**config.mk**
```make
export PLATFORM = sky130hd
export DESIGN_NAME = apb_master_arbiter
export DESIGN_NICKNAME = d
export VERILOG_FILES = /design/src/rtl/apb_master_arbiter_pkg.sv /design/src/rtl/apb_master_arbiter_rr.sv /design/src/rtl/apb_master_arbiter.sv
export SDC_FILE = /design/constraint.sdc
export NUM_CORES = 1
export LEC_CHECK = 0
export ABC_AREA = 0
export BUFFER_PORTS_ARGS = -buffer_cell sky130_fd_sc_hd__buf_2
export CAP_MARGIN = 20
export CORE_AREA = 2 2 163 165
export CTS_CLUSTER_DIAMETER = 100
export DETAILED_ROUTE_END_ITERATION = 8
export DIE_AREA = 0 0 165 167
export GPL_TIMING_DRIVEN = 0
export SLEW_MARGIN = 5
export SYNTH_ARGS = -nofsm -noshare
export SYNTH_HDL_FRONTEND = slang
export SYNTH_SLANG_ARGS = --single-unit
```
**constraint.sdc**
```tcl
create_clock -name clk -period 6 [get_ports clk]
set_clock_uncertainty 0.1 [all_clocks]
set_input_delay 1.2 -clock clk [delete_from_list [all_inputs] [get_ports clk]]
set_output_delay 1.2 -clock clk [all_outputs]
set_load 0.03 [all_outputs]
```
**src/rtl/apb_master_arbiter_pkg.sv**
```systemverilog
// Shared types and default widths for the APB master arbiter slice.
package apb_master_arbiter_pkg;

    localparam int unsigned APB_ADDR_W = 32;
    localparam int unsigned APB_DATA_W = 32;

    typedef enum logic [1:0] {
        APB_IDLE,
        APB_SETUP,
        APB_ACCESS
    } apb_state_e;

    // Index/counter width that never collapses to zero bits.
    function automatic int unsigned clog2_min1(input int unsigned n);
        return (n > 1) ? $clog2(n) : 1;
    endfunction

endpackage

```
**src/rtl/apb_master_arbiter_rr.sv**
```systemverilog
// Combinational round-robin picker: first eligible requester after ptr, wrapping.
module apb_rr_arbiter
    import apb_master_arbiter_pkg::*;
#(
    parameter int unsigned N_REQ = 4,
    parameter int unsigned IDX_W = clog2_min1(N_REQ)
) (
    input  logic [N_REQ-1:0] req,
    input  logic [N_REQ-1:0] mask,
    input  logic [IDX_W-1:0] ptr,
    output logic             grant_valid,
    output logic [IDX_W-1:0] grant_idx
);

    logic [N_REQ-1:0] eligible;
    int unsigned      pos;

    assign eligible = req & ~mask;

    always_comb begin
        grant_valid = 1'b0;
        grant_idx   = '0;
        pos         = 0;
        for (int unsigned k = 1; k <= N_REQ; k++) begin
            pos = (32'(ptr) + k) % N_REQ;
            if (!grant_valid && eligible[pos[IDX_W-1:0]]) begin
                grant_valid = 1'b1;
                grant_idx   = pos[IDX_W-1:0];
            end
        end
    end

endmodule

```
**src/rtl/apb_master_arbiter.sv**
```systemverilog
// Round-robin sharing of one APB master port among N_REQ requesters, with optional wait-state timeout.
module apb_master_arbiter
    import apb_master_arbiter_pkg::*;
#(
    parameter int unsigned N_REQ      = 4,
    parameter int unsigned PADDR_SIZE = APB_ADDR_W,
    parameter int unsigned PDATA_SIZE = APB_DATA_W,
    parameter int unsigned TIMEOUT    = 16
) (
    input  logic                          clk,
    input  logic                          rst,
    input  logic [N_REQ-1:0]              req_valid,
    input  logic [N_REQ-1:0]              req_write,
    input  logic [N_REQ*PADDR_SIZE-1:0]   req_addr,
    input  logic [N_REQ*PDATA_SIZE-1:0]   req_wdata,
    input  logic [N_REQ*PDATA_SIZE/8-1:0] req_strb,
    output logic [N_REQ-1:0]              req_done,
    output logic [PDATA_SIZE-1:0]         rsp_rdata,
    output logic                          rsp_err,
    output logic                          rsp_timeout,
    output logic                          PSEL,
    output logic                          PENABLE,
    output logic                          PWRITE,
    output logic [PADDR_SIZE-1:0]         PADDR,
    output logic [PDATA_SIZE-1:0]         PWDATA,
    output logic [PDATA_SIZE/8-1:0]       PSTRB,
    input  logic [PDATA_SIZE-1:0]         PRDATA,
    input  logic                          PREADY,
    input  logic                          PSLVERR
);

    localparam int unsigned IDX_W  = clog2_min1(N_REQ);
    localparam int unsigned STRB_W = PDATA_SIZE / 8;
    localparam int unsigned CNT_W  = clog2_min1(TIMEOUT);

    apb_state_e       state, state_n;
    logic [IDX_W-1:0] ptr;
    logic [IDX_W-1:0] grant;
    logic             arb_valid;
    logic [IDX_W-1:0] arb_idx;
    logic [CNT_W-1:0] cnt;
    logic             timeout_hit;
    logic             xfer_ok;
    logic             xfer_abort;
    logic             take;
    int unsigned      sel;

    // The requester just completed still shows req_valid during its done pulse; keep it out.
    apb_rr_arbiter #(
        .N_REQ (N_REQ),
        .IDX_W (IDX_W)
    ) u_rr (
        .req         (req_valid),
        .mask        (req_done),
        .ptr         (ptr),
        .grant_valid (arb_valid),
        .grant_idx   (arb_idx)
    );

    assign timeout_hit = (TIMEOUT != 0) && (cnt == CNT_W'(TIMEOUT - 1));
    assign take        = (state == APB_IDLE) && arb_valid;
    assign sel         = 32'(arb_idx);

    always_ff @(posedge clk or negedge rst) begin
        if (!rst) state <= APB_IDLE;
        else      state <= state_n;
    end

    always_comb begin
        state_n    = state;
        PSEL       = 1'b0;
        PENABLE    = 1'b0;
        xfer_ok    = 1'b0;
        xfer_abort = 1'b0;
        case (state)
            APB_IDLE: begin
                if (arb_valid) state_n = APB_SETUP;
            end
            APB_SETUP: begin
                PSEL    = 1'b1;
                state_n = APB_ACCESS;
            end
            APB_ACCESS: begin
                PSEL    = 1'b1;
                PENABLE = 1'b1;
                if (PREADY) begin
                    xfer_ok = 1'b1;
                    state_n = APB_IDLE;
                end else if (timeout_hit) begin
                    xfer_abort = 1'b1;
                    state_n    = APB_IDLE;
                end
            end
            default: state_n = APB_IDLE;
        endcase
    end

    always_ff @(posedge clk or negedge rst) begin
        if (!rst) begin
            ptr    <= IDX_W'(N_REQ - 1);
            grant  <= '0;
            PADDR  <= '0;
            PWRITE <= 1'b0;
            PWDATA <= '0;
            PSTRB  <= '0;
        end else if (take) begin
            ptr    <= arb_idx;
            grant  <= arb_idx;
            PADDR  <= req_addr[sel*PADDR_SIZE +: PADDR_SIZE];
            PWRITE <= req_write[arb_idx];
            PWDATA <= req_write[arb_idx] ? req_wdata[sel*PDATA_SIZE +: PDATA_SIZE] : '0;
            PSTRB  <= req_write[arb_idx] ? req_strb[sel*STRB_W +: STRB_W] : '0;
        end
    end

    always_ff @(posedge clk or negedge rst) begin
        if (!rst) begin
            cnt <= '0;
        end else if (state == APB_SETUP) begin
            cnt <= '0;
        end else if ((state == APB_ACCESS) && !PREADY && (TIMEOUT != 0) && !timeout_hit) begin
            cnt <= cnt + CNT_W'(1);
        end
    end

    always_ff @(posedge clk or negedge rst) begin
        if (!rst) begin
            req_done    <= '0;
            rsp_rdata   <= '0;
            rsp_err     <= 1'b0;
            rsp_timeout <= 1'b0;
        end else begin
            req_done    <= '0;
            rsp_rdata   <= '0;
            rsp_err     <= 1'b0;
            rsp_timeout <= 1'b0;
            if (xfer_ok) begin
                req_done  <= N_REQ'(1) << grant;
                rsp_rdata <= PWRITE ? '0 : PRDATA;
                rsp_err   <= PSLVERR;
            end else if (xfer_abort) begin
                req_done    <= N_REQ'(1) << grant;
                rsp_err     <= 1'b1;
                rsp_timeout <= 1'b1;
            end
        end
    end

endmodule

```
== Word-level counts from Yosys, hierarchy flattened ==
Index checks and enable logic that the tools add are counted.

* Register bits: 117
* Latch bits: 0
* Memory bits (writable): 0
* Bits in read-only memories: 0
* Input port bits: 316
* Logic and storage cells: 88
* Memories kept: 0

* Add/sub/neg operators: 5
* Multipliers: 0
* Divide/modulo/power cells: 0
* $lt $le $gt $ge: 5
* Equal/unequal tests: 5
* Shifts and indexed selects: 4
* Multiplexer cells: 40
* Bitwise gates (word level): 2
* Reduce and logical (&&, ||, !) cells: 15

{| class="wikitable"
|+ Operators by type and width
! operator !! count
|-
| indexed part select 128 x 8 -> 32 bit || 2
|-
| 2-to-1 mux 32 bit || 3
|-
| 2-to-1 mux 4 bit || 5
|-
| 2-to-1 mux 1 bit || 19
|-
| indexed part select 16 x 5 -> 4 bit || 1
|-
| less-than comparator 2 x 3 -> 1 bit (second input constant) || 5
|-
| 2-to-1 mux 2 bit || 7
|-
| binary-select mux 1 bit (select 2 bit) || 5
|-
| logical AND 1 bit || 6
|-
| one-hot mux 2 bit (3 select lines) || 1
|-
| logical NOT 1 bit || 5
|-
| adder 2 x 1 -> 2 bit (second input constant) || 2
|-
| adder 2 bit (second input constant) || 2
|-
| adder 4 x 1 -> 4 bit (second input constant) || 1
|-
| bitwise AND 4 bit || 1
|-
| equality test 4 bit (second input constant) || 1
|-
| NOT 4 bit || 1
|-
| left shift 1 x 2 -> 4 bit (first input constant) || 1
|-
| != test 3 bit (second input constant) || 1
|-
| equality test 2 x 1 -> 1 bit (second input constant) || 1
|-
| equality test 2 bit (second input constant) || 1
|-
| logical NOT 2 bit || 1
|-
| != test 2 bit (second input constant) || 1
|-
| AND reduction 2 bit || 1
|-
| 2 further kinds || 2
|}

== Depth between registers and ports, before layout ==
Gate-level depths: netlist of run 1.

* Depth after elaboration: 17
* Depth in mapped cells: 8
* Mapped depth without buffers: 7

== Hierarchy ==
A second synthesis of run 1 with hierarchy kept.

* Cell total of the unflattened synthesis: 470
* Area, all modules: 6302.3 um2

{| class="wikitable"
|+ Modules (own cells, without submodules)
! module !! times used !! cells each !! area an instance (um2)
|-
| apb_master_arbiter || 1 || 453 || 6175.9
|-
| apb_rr_arbiter || 1 || 17 || 126.4
|}

== Worst setup path after synthesis of run 1 ==
No wires, ideal clock.

* Kind: input-to-reg
* From: input port req_valid[1]
* To: register PWDATA[12]
* Library setup time: 0.095 ns
* Arrival: 2.718 ns
* Data required time: 5.805 ns
* Setup slack: 3.086 ns
* Cell stages on the path: 8
* Buffers on the path: 2
* Path through: nor2b_1 o2bb2ai_1 and2_4 o21ai_1 buf_2 buf_2 mux2_2 o31ai_1

* Cells in the longest elaborated chain, start to end: 16
* Elaborated cells on any way between the ends: 28

{| class="wikitable"
|+ RTL lines
! element !! RTL line !! source
|-
| start, declared || apb_master_arbiter.sv:12 || <nowiki>input logic [N_REQ-1:0] req_valid,</nowiki>
|-
| bitwise AND 4 bit (*) || apb_master_arbiter_rr.sv:18 || <nowiki>assign eligible = req & ~mask;</nowiki>
|-
| branches (longest 15 deep; another with binary-select mux 1 bit (select 2 bit)) || n/a ||
|-
| end signal, assigned || apb_master_arbiter.sv:111 || <nowiki>PWDATA <= req_write[arb_idx] ? req_wdata[sel*PDATA_SIZE +: PDATA_SIZE] : '0;</nowiki>
|-
| end, declared || apb_master_arbiter.sv:25 || <nowiki>output logic [PDATA_SIZE-1:0] PWDATA,</nowiki>
|}

Every way passes the cells marked *. The select of a mux whose other input is x is not followed.
A chain may end at the register's enable or synchronous reset.

== Final worst setup path of run 1 ==
* From: input port req_valid[1]
* To: register PWDATA[19]

The elaborated chain is that of the path after synthesis.

==> summary.txt, run 1 <==
Cells and area
  • Nets: 1342
  • Area delta synth->final: 47.8%
  • Commonest non-fill, non-tap cells in the layout: buf_2 (435), mux2i_1 (137), dfrtp_1 (115)
  • Most common cell after layout, fill and taps aside: buf_2
  • Share of post-route cells with drive strength above 1: 0.536
  • Final Cell Area: 9780 um2
  • Core Util, Final: 0.380

Synth
  • Synth async-reset ratio: 1.00
  • Syn_area_per_cell: 11.5 um2
  • Synthesized flop and latch total: 117
  • Synth area leaders: dfrtp_1 (43%), mux2i_1 (21%), mux2_2 (6.5%)
  • Syn Nets: 898
  • Seq/Total Area, Yosys: 0.443
  • Top FF cell, synth: dfrtp_1
  • Post-synth cell types: 42
  • Share of the synthesized area in the top cell type: 0.435
  • Mapped Cells: 578
  • Synth Cell Area: 6620 um2
  • Post-synth EDFFs: 0
  • Cell taking the most area after synthesis: dfrtp_1
  • Synth warn: 0

Pwr
  • Worst vdd ir: 246 uV
  • Power per cell area: 514 nW/um2
  • Leakage power: 0.00535 uW

CTS
  • CTS Sinks: 117
  • Clock root buffer: clkbuf_16
  • Clock-pin transition on the worst setup and hold timing paths: 0.06 ns
  • Num CTS Buffers: 17
  • Hold Buf Count CTS: 0
  • Worst-Skew Late Latency: 0.42 ns
  • Post-CTS setup buffers: 0
  • CTS Buffer Depth: 2
  • TritonCTS clock tree: built
  • Resized cells post-CTS: 0
  • H-Tree Depth: 4

Die
  • Chip Height: 167 um
  • Initial Utilization: 0.257
  • Core Area: 25800 um2
  • Die ar.: 27600 um2
  • Die width: 165 um
  • Ports: 425
  • Placement Rows: 59

Timing
  • Slew HR: 0.406
  • Setup violators final: 0
  • Final hold viol count: 0
  • RSZ-0062 raised after global routing: false
  • Crit share post-route: 0.525
  • Max Fclk: 318 MHz
  • Pins Over Slew Limit: 0
  • Min cycle time layout: 3.15 ns
  • Slew @ Worst Pin: 0.889 ns
  • Setup TNS: 0 ns

Drt
  • DR vias/cell: 4.53
  • Post-route ant nets: 0
  • Total wire length: 24.1 mm
  • DR pass1 iterations: 6
  • DR top layer: met5
  • Met3 Wirelength: 1.95 mm
  • DR vias: 6213
  • WL met1: 9.49 mm
  • DRC: 0
  • DR iter-0 viols: 194
  • Routed WL per cell: 17.6 um
  • Met2 Wirelength: 12.3 mm

Status
  • Status: completed

Placement
  • GP Congestion: 0.802
  • Buffers on Ports: 424
  • Placed inst area: 9190 um2
  • Detailed Place HPWL: 19.3 mm

Global route
  • Antenna violations before repair: 2
  • Grt ovf: 0
  • Number of global-route vias before repair: 6358
  • Largest net degree at the start of global routing: 66
  • Global Route Usage Sum: 0.171
  • First-pass GRT wire length: 35.2 mm

Setup path
  • Crit. End Element: register
  • Startpoint types: primary input
  • Setup Crit Path Kind: primary input to register
  • Reg2reg start: req_done[2]$_DFF_PN0_
  • Largest fanout on the critical path: 10
  • Worst EP arrival: 3.37 ns
  • Crit path launch: req_valid[1]
  • CP required: 6.22 ns

Min path
  • Hold Crit Class: register to register
  • Min-delay src: PWDATA[10]$_DFFE_PN0P_

Run
  • Maximum capacitance violations: 0
## flip-flops by register name (all words and copies together) (netlist names)
name and count:
PADDR 32, PWDATA 32, PWRITE 1, grant 2
cnt 4, rsp_err 1, PSTRB 4, rsp_rdata 32
state 2, ptr 2, rsp_timeout 1, req_done 4
## stage by stage
step	cells	hold WS (ns)	power, uW	worst slack [ns]
5_1_grt	1370	0.396	5360	2.69
4_1_cts	1370	0.375	5120	2.82
2_1_floorplan	578	0.355	3210	3.09
6_report	1372	0.371	5020	2.85
3_5_place_dp	1338	0.361	4090	2.39
3_3_place_gp	1337	0.359	4050	2.06
## synthesized netlist by cell type (all sizes together) (2+ instances only)
cell type / instances
o31ai: 36
and2: 35
o221ai: 32
nor2: 15
o21ai: 6
dfrtp: 115
clkbuf: 16
a21oi: 3
nand2b: 5
inv: 3
ha: 4
nor3b: 2
o21a: 2
buf: 27
and3: 2
nand2: 82
mux2i: 137
mux2: 38
nor2b: 2
nand3: 3
dfstp: 2
xor2: 2
## final timing paths
path / end / slack [ns] / depth (start not counted)
min reg2reg: PWDATA[10]$_DFFE_PN0P_ / 0.37 / 2
max in group asynchronous: ptr[0]$_DFFE_PN1P_ / 4.39 / 2
min in group asynchronous: PWDATA[28]$_DFFE_PN0P_ / 0.63 / 1
min: PWDATA[10]$_DFFE_PN0P_ / 0.37 / 2
max: PWDATA[19]$_DFFE_PN0P_ / 2.85 / 9
max reg2reg: PWDATA[19]$_DFFE_PN0P_ / 3.30 / 8
## where the power goes
group / internal (uW) / total, uW / switching, uW
Sequential: 1060 / 1200 / 140
Combinational: 1100 / 2820 / 1720
Clock: 556 / 1010 / 454
## worst max-delay path, stage by stage
cell and delay [ns]:
buf_2 0.11, nor2b_1 0.14, o2bb2ai_1 0.14, and2_4 0.16, o21ai_1 0.23, buf_2 0.37, buf_2 0.41, mux2_2 0.43
o31ai_2 0.17
## routing by layer
metal	global-route usage	vias to the layer above
met3	0.0483	25
met1	0.194	2900
met4	0.0491	2
li1	-	2990
met2	0.309	296
met5	0	-
## cell type report
| cell class | count | area (um2) |
|---|---|---|
| multi-input cells | 415 | 3360 |
| diodes | 2 | 5.00 |
| well taps | 335 | 419 |
| inverters | 3 | 11.3 |
| clock inverters | 15 | 156 |
| plain buffers | 43 | 317 |
| flip-flops and latches | 117 | 2930 |
| clock buffers | 17 | 425 |
| repair buffers | 425 | 2160 |
| fillers | 2618 | 16000 |
## cells by family after synthesis
group           count (synthesis)  synth area share
xor+xnor                        3           0.00397
compound gates                 84             0.118
buf+inv                        46            0.0495
fa+ha+maj                       4           0.00756
simple gates                  149             0.107
flops                         117             0.443
mux                           175             0.272
Note: power is estimated with default switching activity, not from simulation.
==> inputs of run 2 (changes only) <==
CORE_AREA = 2 2 164 166   (was 2 2 163 165)
DIE_AREA = 0 0 166 168   (was 0 0 165 167)
clock period = 2.8 ns   (was 6 ns; I/O delays follow)
==> run 2 against run 1 <==
Worst setup slack worse by 2.6 ns; the flow now finishes with violations (hold timing); flip-flop and latch count stayed put; largest power group unchanged; power increased by 120%; utilization fell by 0.64 points; non-clock buffer count is the same; critical path type is now register to register; sequential share of layout area is 0.16 points lower; final cell count grew 0.36%; first-iteration DRC count up 58%; die area grew 1.2%; combinational power rose by 110%; wire length down 1.5%; count of clock-buffer cells in the layout is the same.
==> summary.txt, run 2 (synthesis gave the netlist of run 1 again) <==
Global route
  • Number of global-route vias before repair: 6240
  • Gr busiest metal: met2
  • Met3 GRT Util: 0.0472
  • Met1 Usage GRT: 0.200
  • Grt ovf: 0
  • Global Route Usage Sum: 0.167
  • Grt met2 use: 0.295
  • Largest net degree at the start of global routing: 61
  • Antenna violations before repair: 1
  • First-pass GRT wire length: 35.8 mm

Min path
  • Hold Crit Class: primary input to async pin

Timing
  • Min cycle time layout: 2.59 ns
  • Slew @ Worst Pin: 0.889 ns
  • Crit share post-route: 0.925
  • Slew HR: 0.406
  • RSZ-0062 raised after global routing: false
  • Setup violators final: 0
  • Setup TNS: 0 ns
  • Pins Over Slew Limit: 0
  • Final hold viol count: 5
  • Fin Hold WS: -0.00478 ns
  • Max Fclk: 386 MHz

Setup path
  • Setup Crit Path Kind: register to register
  • Reg2reg start: req_done[2]$_DFF_PN0_
  • CP required: 3.02 ns
  • Crit. End Element: register
  • R2R setup slack: 0.21 ns
  • Reg2Reg Depth: 8
  • Worst EP arrival: 2.81 ns
  • Largest fanout on the critical path: 10
  • Startpoint types: register
  • Worst R2R End: PWDATA[25]$_DFFE_PN0P_

CTS
  • CTS Sinks: 117
  • Num CTS Buffers: 17
  • Worst-Skew Late Latency: 0.41 ns
  • Clock root buffer: clkbuf_16
  • CTS Buffer Depth: 2
  • Clock-pin transition on the worst setup and hold timing paths: 0.07 ns
  • TritonCTS clock tree: built
  • H-Tree Depth: 4
  • Hold Buf Count CTS: 0

Status
  • Status: finished with violations
  • Failing checks: hold timing

Die
  • Die ar.: 27900 um2
  • Initial Utilization: 0.251
  • Die width: 166 um
  • Chip Height: 168 um
  • Placement Rows: 60
  • Core Area: 26400 um2
  • Ports: 425

Cells and area
  • Area delta synth->final: 48.6%
  • Largest registers: PADDR (32), PWDATA (32), rsp_rdata (32)
  • Most common cell after layout, fill and taps aside: buf_2
  • Commonest non-fill, non-tap cells in the layout: buf_2 (434), mux2i_1 (137), dfrtp_1 (115)
  • Layout fillers: 2678
  • Area of the multi-input gates: 3360 um2
  • Share of post-route cells with drive strength above 1: 0.536
  • Core Util, Final: 0.373
  • Nets: 1342
  • Sequential cell area: 2930 um2

Drt
  • DR vias: 6154
  • Routed WL per cell: 17.3 um
  • DRC: 0
  • DR pass1 iterations: 6
  • DR iter-0 viols: 306
  • Total wire length: 23.8 mm
  • DR vias/cell: 4.47
  • Post-route ant nets: 0

Pwr
  • Worst vdd ir: 408 uV
  • Leakage power: 0.00537 uW
  • Power per cell area: 1120 nW/um2

Run
  • Maximum capacitance violations: 0

Placement
  • Detailed Place HPWL: 19.1 mm
  • Buffers on Ports: 424
  • GP Congestion: 0.825
-- run 2: changes by cell type in the layout (fill, tap and decap cells not counted) --
cell and delta:
inv_6 +2, buf_2 -1, inv_8 -1, clkinv_8 -2, bufinv_16 +3, clkinv_4 -2
diode_2 -1, clkbuf_4 +1
-- run 2: what timing repair did --
item,in CTS,in global routing
endpoints found under the setup margin,0,2
setup buffers,0,0
gates resized for setup,0,1
-- run 2: cell type report --
class	count	area share
multi-input cells	415	0.342
flip-flops and latches	117	0.298
repair buffers	425	0.219
well taps	341	0.0434
clock buffers	17	0.0433
plain buffers	43	0.0324
clock inverters	15	0.0206
inverters	3	0.00115
diodes	1	0.000254
-- run 2: critical path, cell delays in order (launching register included) --
cell and delay [ns]:
dfrtp_1 0.38, nand2b_1 0.23, a31oi_1 0.23, o21ai_2 0.09, o21ai_1 0.19, buf_2 0.31
buf_2 0.36, mux2_2 0.42, o31ai_2 0.18
-- run 2: how the worst max path moves through the flow --
stage	slack, ns	end	start	depth (start not counted)
2_1_floorplan	0.53	PWDATA[12]$_DFFE_PN0P_	req_valid[1]	8
3_3_place_gp	-0.48	PWDATA[31]$_DFFE_PN0P_	rst	1
3_5_place_dp	-0.09	PWDATA[13]$_DFFE_PN0P_	req_valid[0]	9
4_1_cts	0.12	PWDATA[13]$_DFFE_PN0P_	req_done[2]$_DFF_PN0_	8
5_1_grt	0.02	PWDATA[25]$_DFFE_PN0P_	req_done[2]$_DFF_PN0_	8
6_report	0.21	PWDATA[25]$_DFFE_PN0P_	req_done[2]$_DFF_PN0_	8
-- run 2: through the flow --
step / cell area (um2) / setup slack (ns) / std cells / power (uW)
floorplan: 6620 / 0.526 / 578 / 6890
global placement: 9170 / -0.479 / 1343 / 8660
detailed placement: 9200 / -0.0862 / 1344 / 8730
CTS: 9830 / 0.125 / 1376 / 11100
global route: 9830 / 0.0151 / 1376 / 11700
finish: 9830 / 0.211 / 1377 / 11000
-- run 2: report_power, final --
| part | total [uW] | switching [uW] | internal (uW) | leakage, uW |
|---|---|---|---|---|
| registers | 2570 | 299 | 2270 | 0.00152 |
| clock network | 2370 | 923 | 1440 | 0.000304 |
| logic | 6040 | 3680 | 2360 | 0.00355 |
| total | 11000 | 4900 | 6070 | 0.00537 |
-- run 2: per-layer routing --
layer  up-vias  routed length (um)
met5         -                   0
met4         0                 296
met1      2861                9670
li1       2986                   -
met2       291               12100
met3        16                1760
